===== src/rtl/pwm_sample_feeder.sv =====
// rtl/pwm_sample_feeder.sv - buffers signed samples and releases one 8-bit duty value per PWM frame
module pwm_sample_feeder #(
    parameter int DEPTH       = 16,
    parameter int FRAME_LEN   = 256,
    parameter int PRIME_LEVEL = 8,
    parameter int IN_W        = 16
) (
    input  logic                   clk,
    input  logic                   rst_n,
    input  logic                   enable,
    input  logic [IN_W-1:0]        s_data,
    input  logic                   s_valid,
    output logic                   s_ready,
    output logic [31:0]            data_out,
    output logic                   valid_data_out,
    output logic [$clog2(DEPTH):0] fill,
    output logic [15:0]            underrun_count,
    output logic                   running
);
    localparam int AW = $clog2(DEPTH);
    localparam int CW = (FRAME_LEN > 1) ? $clog2(FRAME_LEN) : 1;

    typedef enum logic [1:0] {IDLE, PRIME, RUN} state_t;

    state_t          state, state_nxt;
    logic [IN_W-1:0] mem [DEPTH];
    logic [AW-1:0]   wr_ptr, rd_ptr;
    logic [CW-1:0]   frame_cnt;
    logic [IN_W-1:0] head;
    logic [7:0]      head_duty;
    logic            push, pop, tick;

    assign s_ready   = (state != IDLE) && (fill < (AW+1)'(DEPTH));
    assign running   = (state == RUN);
    assign tick      = running && enable && (frame_cnt == CW'(FRAME_LEN - 1));
    assign push      = s_valid && s_ready && enable;
    assign pop       = tick && (fill != '0);
    assign head      = mem[rd_ptr];
    // Offset-binary: inverting the sign bit maps the signed range onto 0..255.
    assign head_duty = {~head[IN_W-1], head[IN_W-2:IN_W-8]};

    generate
        if (IN_W > 8) begin : g_low_bits
            logic unused_low_bits;
            assign unused_low_bits = ^head[IN_W-9:0];
        end
    endgenerate

    always_comb begin
        state_nxt = state;
        case (state)
            IDLE:    if (enable) state_nxt = PRIME;
            PRIME:   if (fill >= (AW+1)'(PRIME_LEVEL)) state_nxt = RUN;
            RUN:     state_nxt = RUN;
            default: state_nxt = IDLE;
        endcase
        if (!enable) state_nxt = IDLE;
    end

    always_ff @(posedge clk) begin
        if (push) mem[wr_ptr] <= s_data;
    end

    always_ff @(posedge clk) begin
        if (!rst_n) begin
            state          <= IDLE;
            wr_ptr         <= '0;
            rd_ptr         <= '0;
            fill           <= '0;
            frame_cnt      <= '0;
            data_out       <= '0;
            valid_data_out <= 1'b0;
            underrun_count <= '0;
        end else begin
            state <= state_nxt;
            if (!enable) begin
                wr_ptr         <= '0;
                rd_ptr         <= '0;
                fill           <= '0;
                frame_cnt      <= '0;
                valid_data_out <= 1'b0;
            end else begin
                if (push) wr_ptr <= wr_ptr + AW'(1);
                if (pop)  rd_ptr <= rd_ptr + AW'(1);
                fill <= fill + (AW+1)'(push) - (AW+1)'(pop);
                if (running && !tick) frame_cnt <= frame_cnt + CW'(1);
                else                  frame_cnt <= '0;
                valid_data_out <= tick;
                if (tick) begin
                    // An empty FIFO at the tick plays midscale silence.
                    data_out <= {24'd0, pop ? head_duty : 8'h80};
                    if (!pop && underrun_count != 16'hFFFF)
                        underrun_count <= underrun_count + 16'd1;
                end
            end
        end
    end
endmodule


===== config.mk =====
export PLATFORM = sky130hd
export DESIGN_NAME = pwm_sample_feeder
export DESIGN_NICKNAME = d
export VERILOG_FILES = /design/src/rtl/pwm_sample_feeder.sv
export SDC_FILE = /design/constraint.sdc
export NUM_CORES = 1
export LEC_CHECK = 0
export CORE_MARGIN = 10
export CORE_UTILIZATION = 41
export CTS_BUF_LIST = sky130_fd_sc_hd__clkbuf_4
export CTS_CLUSTER_DIAMETER = 30
export CTS_CLUSTER_SIZE = 16
export DETAILED_ROUTE_END_ITERATION = 8
export PLACE_DENSITY_LB_ADDON = 0.25
export RECOVER_POWER = 100
export SETUP_SLACK_MARGIN = 0.02
export SYNTH_ARGS = -nofsm -noshare
export SYNTH_HDL_FRONTEND = slang
export SYNTH_SLANG_ARGS = --single-unit

===== constraint.sdc =====
create_clock -name clk -period 7.15 [get_ports clk]
set_input_delay 0.715 -clock clk [delete_from_list [all_inputs] [get_ports clk]]
set_output_delay 0.715 -clock clk [all_outputs]
set_load 0.01 [all_outputs]

# Word-level counts from Yosys, hierarchy flattened
# Memories as Yosys holds them, arrays and structs flattened. A register that Yosys moved wholly into a read port is not among the register bits.
# Index checks and enable logic that the tools add are counted.
dict set report word_totals {
  memories 1
  ff_bits 48
  latch_bits 0
  mem_bits_rw 256
  wordCells 47
  mem_bits_ro 0
}
# name words width read_ports rd_ports_with_merged_regs write_ports line
set mem_list {}
lappend mem_list {mem 16 16 1 1 1 26} ;# logic [IN_W-1:0] mem [DEPTH];
dict set report classes {
  magnitude_cmp 2
  shift 0
  eq_ne 5
  bitwise_logic 1
  n_addsub 6
  n_mul 0
  muxes 7
  reduce_logical 17
  div 0
}
# operator n
set ops {}
lappend ops {{$add A16 B1 Y16 const B} 1}
lappend ops {{$ne A16 B16 Y1 const B} 1}
lappend ops {{$add A4 B1 Y4 const B} 2}
lappend ops {{$add A8 B1 Y8 const B} 1}
lappend ops {{$eq A8 B8 Y1 const B} 1}
lappend ops {{$logic_and A1 B1 Y1} 8}
lappend ops {{$mux W4} 2}
lappend ops {{$mux W8} 1}
lappend ops {{$pmux W2 S3} 1}
lappend ops {{$reduce_and A3 Y1} 2}
lappend ops {{$add A5 B1 Y5} 1}
lappend ops {{$ge A5 B4 Y1 const B} 1}
lappend ops {{$lt A5 B5 Y1 const B} 1}
lappend ops {{$reduce_bool A5 Y1} 1}
lappend ops {{$sub A5 B1 Y5} 1}
lappend ops {{$reduce_and A2 Y1} 2}
lappend ops {{$eq A2 B1 Y1 const B} 1}
lappend ops {{$eq A2 B2 Y1 const B} 1}
lappend ops {{$logic_not A1 Y1} 2}
lappend ops {{$logic_not A2 Y1} 1}
lappend ops {{$mux W1} 2}
lappend ops {{$mux W2} 1}
lappend ops {{$ne A2 B2 Y1 const B} 1}
lappend ops {{$reduce_bool A2 Y1} 1}
lappend ops {{$not A1 Y1} 1}

# Logic depth before layout (Yosys ltp)
# Gate-level depths: netlist of run 1.
dict set report depth {
  ltp_word 7
  mapped_depth 15
}

# Worst setup path before layout of run 1
# OpenSTA, ideal clock, no wires.
dict set report synth_timing {
  path_type {reg2reg}
  startpoint {register fill[2]}
  endpoint {register fill[4]}
  arrival_ps 2615
  setup_slack_ps 4418
  synth_period_minus_slack_ps 2732
  setup_ps 117
  path_stages_with_launch 14
  cell_sequence {dfxtp_1 -> inv_1 -> ha_1 -> nor4b_1 -> nor4_2 -> ha_1 -> inv_1 -> ha_1 -> fa_1 -> a21oi_1 -> nor2_1 -> nor2_1 -> xnor2_1 -> nor2_1}
}
dict set report synth_between {
  elab_cells_between_ends 8
}
# item line
set synth_rtl {}
lappend synth_rtl {{start, declared} 16} ;# output logic [$clog2(DEPTH):0] fill,
lappend synth_rtl {{start signal, assigned} 85} ;# fill <= fill + (AW+1)'(push) - (AW+1)'(pop);
lappend synth_rtl {{$reduce_bool A5 Y1} 37} ;# assign pop = tick && (fill != '0);
lappend synth_rtl {{$logic_and A1 B1 Y1} 37}
lappend synth_rtl {{via pop} 31} ;# logic push, pop, tick;
lappend synth_rtl {{$sub A5 B1 Y5} 85}
# The timed path passes the listed nets, and every way through them passes these cells.
# A chain may end at the register's enable or synchronous reset.

# Worst setup path in the final report of run 1
dict set report layout_timing {
  startpoint {register fill[3]}
  endpoint {register underrun_count[13]}
}
dict set report layout_between {
  elab_chain_len 5
}
# item line
set layout_rtl {}
lappend layout_rtl {{$reduce_bool A5 Y1} 37}
lappend layout_rtl {{$logic_and A1 B1 Y1} 37}
lappend layout_rtl {{$logic_not A1 Y1} 92} ;# if (!pop && underrun_count != 16'hFFFF)
lappend layout_rtl {{$logic_and A1 B1 Y1} 92}
lappend layout_rtl {{$reduce_and A3 Y1 (no line)} --}
lappend layout_rtl {{end signal, assigned} 93} ;# underrun_count <= underrun_count + 16'd1;
lappend layout_rtl {{end, declared} 17} ;# output logic [15:0] underrun_count,
# Every way passes these cells.

==> results of run 1 <==
==> metal layers <==
layer	part of all wire [%]	vias up
met5	0	-
met4	0.88	0
met3	5.9	9
met2	49	90
met1	45	2077
li1	-	1989
==> path summary, 6_finish.rpt <==
| path | from | end | slack (ns) |
|---|---|---|---|
| setup / recovery | fill[3] | underrun_count[13] | 3.66 |
| hold / removal | frame_cnt[0] | frame_cnt[0] | 0.47 |
| setup reg to reg | fill[3] | underrun_count[13] | 3.66 |
| hold reg to reg | frame_cnt[0] | frame_cnt[0] | 0.47 |
==> cells by family after synthesis <==
kind of cell | after synthesis | synth area share (%)
xor+xnor | 18 | 2.10
mux | 60 | 11.3
fa+ha+maj | 19 | 3.27
buf+inv | 59 | 4.24
compound gates | 44 | 4.35
simple gates | 141 | 9.55
flops | 180 | 65.1
other cells | 1 | 0.0500
==> stage by stage <==
step | area [um^2] | instances | util (%) | worst slack (ns) | power, uW
2_1_floorplan | 7590 | 545 | - | 4.42 | 1170
4_1_cts | 8370 | 810 | 46.6 | 4.03 | 1730
3_3_place_gp | 8090 | 778 | 45.0 | 3.57 | 1180
3_5_place_dp | 8090 | 778 | 45.0 | 3.57 | 1180
5_1_grt | 8320 | 811 | 46.3 | 3.36 | 1780
6_report | 8320 | 811 | 46.3 | 3.66 | 1710
==> sequential cells by signal, summed over array words and instances (netlist names), named ones only <==
| name | flops |
|---|---|
| valid_data_out | 1 |
| rd_ptr | 4 |
| mem | 128 |
| wr_ptr | 4 |
| data_out | 8 |
| state | 2 |
| fill | 5 |
| underrun_count | 16 |
| frame_cnt | 8 |
==> critical path: cells and delay by family, from the launching register on <==
kind,cells,cell delay (ns)
mux,1,0.17
buf+inv,1,0.11
compound gates,1,1.21
fa+ha+maj,1,0.19
flops,1,0.35
simple gates,3,1.41
==> synth_stat cells, drive strengths merged <==
master / n
nor4: 1
o31ai: 6
nand2b: 14
o22ai: 6
or4b: 1
or2: 2
xnor2: 10
clkbuf: 15
xor2: 8
nor4b: 1
a31oi: 2
o21ai: 1
nor2b: 5
and4bb: 1
o221ai: 6
nand4: 6
mux4: 20
dfxtp: 52
o211a: 1
nand2: 34
a21o: 2
ha: 18
nor3: 5
mux2i: 40
edfxtp: 128
and3: 9
buf: 31
a22oi: 2
a211oi: 7
nor2: 40
a21oi: 10
fa: 1
nand3: 10
or4: 1
inv: 13
a2111oi: 1
and2: 6
and4: 5
conb: 1
==> where the power goes <==
part	internal, uW	switching [uW]	total [uW]
clock	188	365	553
sequential	1120	1.14	1120
combinational	11.5	29.7	41.2
total	1320	396	1710
==> final cells by class <==
type	instances	area (um^2)	area share, %
inverters	13	48.8	0.586
clock buffers	18	135	1.62
clock inverters	14	146	1.76
well taps	229	287	3.44
flip-flops and latches	180	4890	58.7
diodes	1	2.50	0.0301
multi-input cells	306	2350	28.3
repair buffers	50	464	5.58
==> run metrics, run 1 <==
number of cell rows 49; highest-count cells in the layout ignoring fill and taps sky130_fd_sc_hd__edfxtp_1 (128), sky130_fd_sc_hd__dfxtp_1 (51), sky130_fd_sc_hd__dlygate4sd3_1 (41); clock edge transition at the registers on the reported setup and hold paths 0.14 ns; Boundary Pins 76; CP max stage cell sky130_fd_sc_hd__a2111oi_0; total count of max-transition violations in the final report 0; routing usage on met2 20.2%; Initial Util 41.8%; die width 155 um; number of CTS-inserted buffers 17; area of the die 24,100 um^2; crit path time final 3.49 ns; GRT Max-Usage Layer met2; drc violations 0; number of cells on the worst hold path 1; category of the worst setup path launch point flip-flop; Worst Hold Slack 0.466 ns; RSZ-0062 raised after global routing no; FMAX 286 MHz; antenna violations before repair 1; clk sink count 180; combined global-route utilization of all metal layers 12.6%; transition at the pin with the smallest max-transition slack 1.41 ns; setup-violating endpoint count in the final report 0; filler cell count in the final layout 1,560; data arrival at the endpoint of the critical path 3.99 ns; synthesized netlist cell count 522; global-route congestion overflow total 0; post-layout net count 607; met1 track utilization from global routing 15.7%; die height 155 um; DR vias 4,165; final hold vios 0; number of violations of the max-capacitance limit 0; H-Tree Level Count 4; post-synthesis to final-layout area growth 10.9%; status finished, final reports clean; CTS Root Cell sky130_fd_sc_hd__clkbuf_4; worst setup skew after layout 0.0199 ns; post_cts resized 0; WL per Instance 18.2 um; critical setup path kind flip-flop to flip-flop; TritonCTS clock tree done; path type of the worst min-delay path flip-flop to flip-flop; required time of the critical path 7.65 ns; post-synth design cell area 7500 um^2; Buffers on Ports 43; final weighted congestion of routability-driven global placement 0.768; worst-skew pair later-pin latency 0.56 ns; top cell type by total area after synthesis sky130_fd_sc_hd__edfxtp_1; detailed-route vias per instance 5.14; buffer depth of the longest clock path 2; placed wire-length estimate 10.1 mm; Synth Area per Inst 14.4 um^2; Post-CTS Setup Repair Bufs 0; synthesis-stage register bit count 180; biggest cell delay along the critical path 1.21 ns; global-route wire length before repair 23.6 mm; Synth top area share 51.2%; fraction of layout cells with a size suffix above 1 9.98%; cells taking the most area after synthesis sky130_fd_sc_hd__edfxtp_1 (51%), sky130_fd_sc_hd__dfxtp_1 (14%), sky130_fd_sc_hd__mux4_2 (6.0%); largest net degree at the start of global routing 45; yosys synthesis warning count 0; via count of the first global-routing pass 4,276; Max Fanout on Critical Path 5; initial detailed-routing violation count 265; endpoint type of the worst setup path flip-flop; count of nets left with antenna violations after detail routing 0; total routed wirelength 14.8 mm; part of the Yosys area used for sequential elements 65.1%; VDD IR-drop max 0.0829 mV; Initial DRT Pass Iterations 4; final setup TNS 0 ns; path depth of the worst reg2reg path 7; relative slew slack 3.70%; core footprint 18,000 um^2; period utilization 48.8%; power per standard cell area 206 nW/um^2; cell-by-cell listing of the critical path inv_1 -> ha_1 -> or4b_1 -> or4_1 -> a2111oi_0 -> and3_2 -> mux2i_1; Global Route met3 Usage 4.16%; most common cell after layout, fill and taps aside sky130_fd_sc_hd__edfxtp_1; static power due to leakage 0.00287 uW; number of buffers inserted by hold repair at cts 0; Netlist cell types 44
(Power assumes the default switching activity.)
==> run 2: changes to the inputs <==
==> constraint.sdc (replaced) <==
create_clock -name clk -period 3.5 [get_ports clk]
set_input_delay 0.35 -clock clk [delete_from_list [all_inputs] [get_ports clk]]
set_output_delay 0.35 -clock clk [all_outputs]
set_load 0.01 [all_outputs]
==> run 2 against run 1 <==
The flow now finishes with violations (capacitance limit, slew limit). Sequential power rose by 100%. Die area did not move. Via count rose by 0.84%. Worst setup slack got worse by 3.0 ns. Worst hold slack improved by 0.011 ns. Sequential share of layout area fell by 0.75 points. Global-route usage rose by 0.25 points. Register-to-register slack got worse by 3.0 ns. Highest routed layer unchanged.
==> run metrics, run 2 (synthesis results as in run 1) <==
status complete, but fails checks; violations in the final reports capacitance limit, slew limit; number of violations of the max-capacitance limit 1; global-route congestion overflow total 0; global-route wire length before repair 24.1 mm; Max Fanout on Critical Path 8; transition at the pin with the smallest max-transition slack 1.55 ns; crit path time final 2.86 ns; initial detailed-routing violation count 293; VDD IR-drop max 0.180 mV; startpoint of the lowest-slack hold path enable; static power due to leakage 0.00291 uW; drc violations 0; placed wire-length estimate 10.3 mm; area of the die 24,100 um^2; number of buffers inserted by hold repair at cts 0; highest-count cells in the layout ignoring fill and taps sky130_fd_sc_hd__edfxtp_1 (128), sky130_fd_sc_hd__dfxtp_1 (52), sky130_fd_sc_hd__dlygate4sd3_1 (41); total count of max-transition violations in the final report 21; final weighted congestion of routability-driven global placement 0.794; WL per Instance 18.4 um; most common cell after layout, fill and taps aside sky130_fd_sc_hd__edfxtp_1; register-to-register setup slack 0.64 ns; path type of the worst min-delay path primary input to flip-flop; endpoint type of the worst setup path flip-flop; Post-CTS Setup Repair Bufs 0; buffer depth of the longest clock path 2; data arrival at the endpoint of the critical path 3.36 ns; count of nets left with antenna violations after detail routing 0; relative slew slack -3.54%; combined global-route utilization of all metal layers 12.8%; final setup TNS 0 ns; clk sink count 180; period utilization 81.8%; register with the highest flop count mem; worst-skew pair later-pin latency 0.57 ns; endpoint of the lowest-slack register-to-register path underrun_count[8]; Global Route met3 Usage 3.42%; Cell Area, Placed 8160 um^2; DR vias 4,200; number of CTS-inserted buffers 17; flip-flop count of the largest register, all copies and words added 128; number of cell rows 49; Boundary Pins 76; FMAX 349 MHz; Buffers on Ports 43; TritonCTS clock tree done; critical setup path kind flip-flop to flip-flop; largest net degree at the start of global routing 25; post-synthesis to final-layout area growth 12.3%; end of the worst hold path frame_cnt[4]; met1 track utilization from global routing 16.5%; largest registers mem (128), underrun_count (16); Initial DRT Pass Iterations 4; die width 155 um; required time of the critical path 4.00 ns; worst setup skew after layout 0.0186 ns; via count of the first global-routing pass 4,376; H-Tree Level Count 4; clock edge transition at the registers on the reported setup and hold paths 0.14 ns; number of cells on the worst hold path 3; reg-to-reg startpoint fill[3]; path depth of the worst reg2reg path 7; post-layout net count 614; RSZ-0062 raised after global routing no; setup-violating endpoint count in the final report 0; final hold vios 0; post_cts resized 0; Initial Util 41.8%; CTS Root Cell sky130_fd_sc_hd__clkbuf_4; total routed wirelength 15.0 mm; Non-Filler Cell Area, Final 8430 um^2; core footprint 18,000 um^2; power per standard cell area 432 nW/um^2; category of the worst setup path launch point flip-flop; GRT Max-Usage Layer met2; die height 155 um; antenna violations before repair 1; filler cell count in the final layout 1,584; detailed-route vias per instance 5.13; fraction of layout cells with a size suffix above 1 10.5%; routing usage on met2 20.4%
-- run 2: final cells by class --
cell class | instances | area [um^2] | area share, %
Timing Repair Buffer | 57 | 510 | 6.06
Multi-Input combinational cell | 306 | 2370 | 28.2
Inverter | 13 | 48.8 | 0.579
Antenna cell | 1 | 2.50 | 0.0297
Sequential cell | 180 | 4880 | 57.9
Clock inverter | 14 | 188 | 2.23
Tap cell | 229 | 287 | 3.40
Clock buffer | 18 | 135 | 1.60
-- run 2: metal layers --
layer | part of all wire, % | up-vias | routed length, um
met4 | 0.99 | 0 | 149
met3 | 6.4 | 8 | 965
met5 | 0 | - | 0
met1 | 44 | 2093 | 6560
li1 | - | 1997 | -
met2 | 49 | 102 | 7350
-- run 2: worst max path at each step --
stage,start,endpoint,slack (ns),cells after the start
after floorplan,fill[2],fill[4],0.77,13
after global routing,fill[3],fill[4],0.43,13
after CTS,fill[3],fill[4],0.64,13
final,fill[3],underrun_count[8],0.64,7
after global placement,enable,fill[4],0.61,12
after detailed placement,enable,fill[4],0.59,12
-- run 2: worst max-delay path: stages, from the launching register on --
cell and delay (ns):
sky130_fd_sc_hd__dfxtp_1 0.36, sky130_fd_sc_hd__inv_1 0.11, sky130_fd_sc_hd__ha_1 0.18, sky130_fd_sc_hd__or4b_1 0.42, sky130_fd_sc_hd__or4_1 0.66, sky130_fd_sc_hd__a21oi_1 0.60
sky130_fd_sc_hd__and4_1 0.30, sky130_fd_sc_hd__mux2i_1 0.17
-- run 2: power by group --
group,internal (uW),switching [uW],total [uW]
clock,528,746,1270
sequential,2280,2.25,2280
combinational,23.4,61.4,84.8
total,2830,809,3640
-- run 2: through the flow --
stage / util (%) / cells / setup slack, ns / hold slack, ns / power (uW)
finish: 46.9 / 818 / 0.635 / 0.477 / 3640
global route: 46.9 / 818 / 0.426 / 0.470 / 3780
CTS: 47.2 / 817 / 0.638 / 0.432 / 3670
detailed placement: 45.4 / 785 / 0.592 / 0.461 / 2420
global placement: 45.4 / 785 / 0.615 / 0.427 / 2410
floorplan: - / 545 / 0.768 / 0.418 / 2390
==> run 3: changes to the inputs <==
==> constraint.sdc (replaced) <==
create_clock -name clk -period 2.54 [get_ports clk]
set_input_delay 0.254 -clock clk [delete_from_list [all_inputs] [get_ports clk]]
set_output_delay 0.254 -clock clk [all_outputs]
set_load 0.01 [all_outputs]
==> run 3 against run 2 <==
Clock skew up 0.0022 ns. Power increased by 34%. Clock power rose by 25%. Clock-buffer cell count stayed put. Critical path depth is 7 higher. Flip-flop and latch count did not move. Utilization is 1.6 points higher. Fmax increased by 19%. The flow now finishes without violations. Wire length rose by 1.7%. Sequential power increased by 38%. Critical endpoint is now fill[4]. Sequential share of layout area down 1.9 points. Largest cell class unchanged.
==> run metrics, run 3 (synthesis results as in run 1) <==
status finished, final reports clean; final weighted congestion of routability-driven global placement 0.763; initial detailed-routing violation count 192; FMAX 415 MHz; data arrival at the endpoint of the critical path 2.88 ns; Initial Util 41.8%; register with the highest flop count mem; placed cell count 811; highest-count cells in the layout ignoring fill and taps sky130_fd_sc_hd__edfxtp_1 (128), sky130_fd_sc_hd__dfxtp_1 (47), sky130_fd_sc_hd__buf_4 (42); flip-flop count of the largest register, all copies and words added 128; total routed wirelength 15.3 mm; fraction of layout cells with a size suffix above 1 18.6%; die width 155 um; global-route congestion overflow total 0; largest net degree at the start of global routing 29; placed wire-length estimate 10.8 mm; Buffers on Ports 43; buffer depth of the longest clock path 2; relative slew slack 54.5%; worst-skew pair later-pin latency 0.59 ns; worst setup skew after layout 0.0208 ns; RSZ-0062 raised after global routing yes; Initial DRT Pass Iterations 4; largest registers mem (128), underrun_count (16); area of the die 24,100 um^2; Overall Power 4870 uW; detailed-route vias per instance 5.02; number of buffers inserted by hold repair at cts 0; path type of the worst min-delay path primary input to flip-flop; CTS Root Cell sky130_fd_sc_hd__clkbuf_4; total count of max-transition violations in the final report 0; Non-Filler Cell Area, Final 8720 um^2; number of violations of the max-capacitance limit 0; worst slack, placed -0.118 ns; DR vias 4,255; Non-Filler Instances 848; post-layout net count 645; category of the worst setup path launch point flip-flop; most common cell after layout, fill and taps aside sky130_fd_sc_hd__edfxtp_1; H-Tree Level Count 4; combined global-route utilization of all metal layers 13.0%; transition at the pin with the smallest max-transition slack 0.682 ns; static power due to leakage 0.00300 uW; WL per Instance 18.0 um; Max Fanout on Critical Path 2; clk sink count 180; clock edge transition at the registers on the reported setup and hold paths 0.14 ns; via count of the first global-routing pass 4,463; required time of the critical path 3.02 ns; period utilization 94.8%; Setup WS post-layout 0.132 ns; count of nets left with antenna violations after detail routing 0; global-route wire length before repair 24.3 mm; drc violations 0; antenna violations before repair 1; power per standard cell area 558 nW/um^2; crit path time final 2.41 ns; Boundary Pins 76; endpoint type of the worst setup path flip-flop; die height 155 um; VDD IR-drop max 0.259 mV; number of CTS-inserted buffers 17; setup-violating endpoint count in the final report 0; TritonCTS clock tree done; critical setup path kind flip-flop to flip-flop; Cell Area, Placed 8380 um^2; final hold vios 0; number of cell rows 49; post-synthesis to final-layout area growth 16.2%; core footprint 18,000 um^2; Worst Hold Slack 0.391 ns
## run 3: cell types whose count changed in the layout (fill, tap and decap cells not counted), sizes merged
| cell | previous run | this run |
|---|---|---|
| inv | 20 | 19 |
| clkbuf | 28 | 21 |
| bufinv | 3 | 2 |
| clkinv | 3 | 4 |
| buf | 4 | 42 |
| clkdlybuf4s50 | 2 | 35 |
| dlygate4sd3 | 41 | 8 |
## run 3: stage by stage
step | TNS [ns] | utilization [%]
floorplan | 0 | -
global placement | -0.0942 | 46.7
detailed placement | -0.125 | 46.7
CTS | 0 | 48.2
global route | -0.0182 | 48.6
finish | 0 | 48.6
## run 3: layer usage
metal / wire length [um] / track usage [%]
met1: 6470 / 15.7
met2: 7540 / 21.6
met4: 279 / 4.63
met3: 989 / 3.86
met5: 0 / 0
## run 3: final cells by class
cell class / instances / area (um^2)
timing repair buffer: 88 / 757
multi-input combinational: 306 / 2460
fill: 1540 / 9240
clock inverter: 13 / 144
inverter: 13 / 48.8
tap: 229 / 287
clock buffer: 18 / 135
sequential: 180 / 4890
antenna: 1 / 2.50
## run 3: path summary, 6_finish.rpt
check	from	to	slack, ns	cells after the start
worst min register to register	data_out[0]	data_out[0]	0.47	2
worst max register to register	fill[3]	fill[4]	0.13	14
worst max-delay path	fill[3]	fill[4]	0.13	14
worst min-delay path	enable	frame_cnt[4]	0.39	4
## run 3: repair_timing
| action | 4_1_cts | 5_1_grt |
|---|---|---|
| pin swaps | 1 | 9 |
| setup buffers | 0 | 5 |
| setup endpoints to repair | 5 | 5 |
| resized for setup | 0 | 10 |
## run 3: report_power, final
group / total, uW / switching [uW] / internal (uW)
sequential: 3150 / 3.05 / 3140
clock: 1590 / 986 / 605
combinational: 130 / 88.0 / 41.9
total: 4870 / 1080 / 3790
## run 3: worst max-delay path, stage by stage (launching register included)
cell	delay, ns
sky130_fd_sc_hd__dfxtp_2	0.36
sky130_fd_sc_hd__inv_2	0.05
sky130_fd_sc_hd__ha_4	0.15
sky130_fd_sc_hd__nor4b_4	0.12
sky130_fd_sc_hd__buf_4	0.14
sky130_fd_sc_hd__nor4_4	0.28
sky130_fd_sc_hd__ha_1	0.16
sky130_fd_sc_hd__inv_1	0.04
sky130_fd_sc_hd__ha_2	0.17
sky130_fd_sc_hd__fa_2	0.35
sky130_fd_sc_hd__a21oi_2	0.13
sky130_fd_sc_hd__nor2_1	0.05
sky130_fd_sc_hd__nor2_1	0.11
sky130_fd_sc_hd__xnor2_1	0.13
sky130_fd_sc_hd__nor2_1	0.05
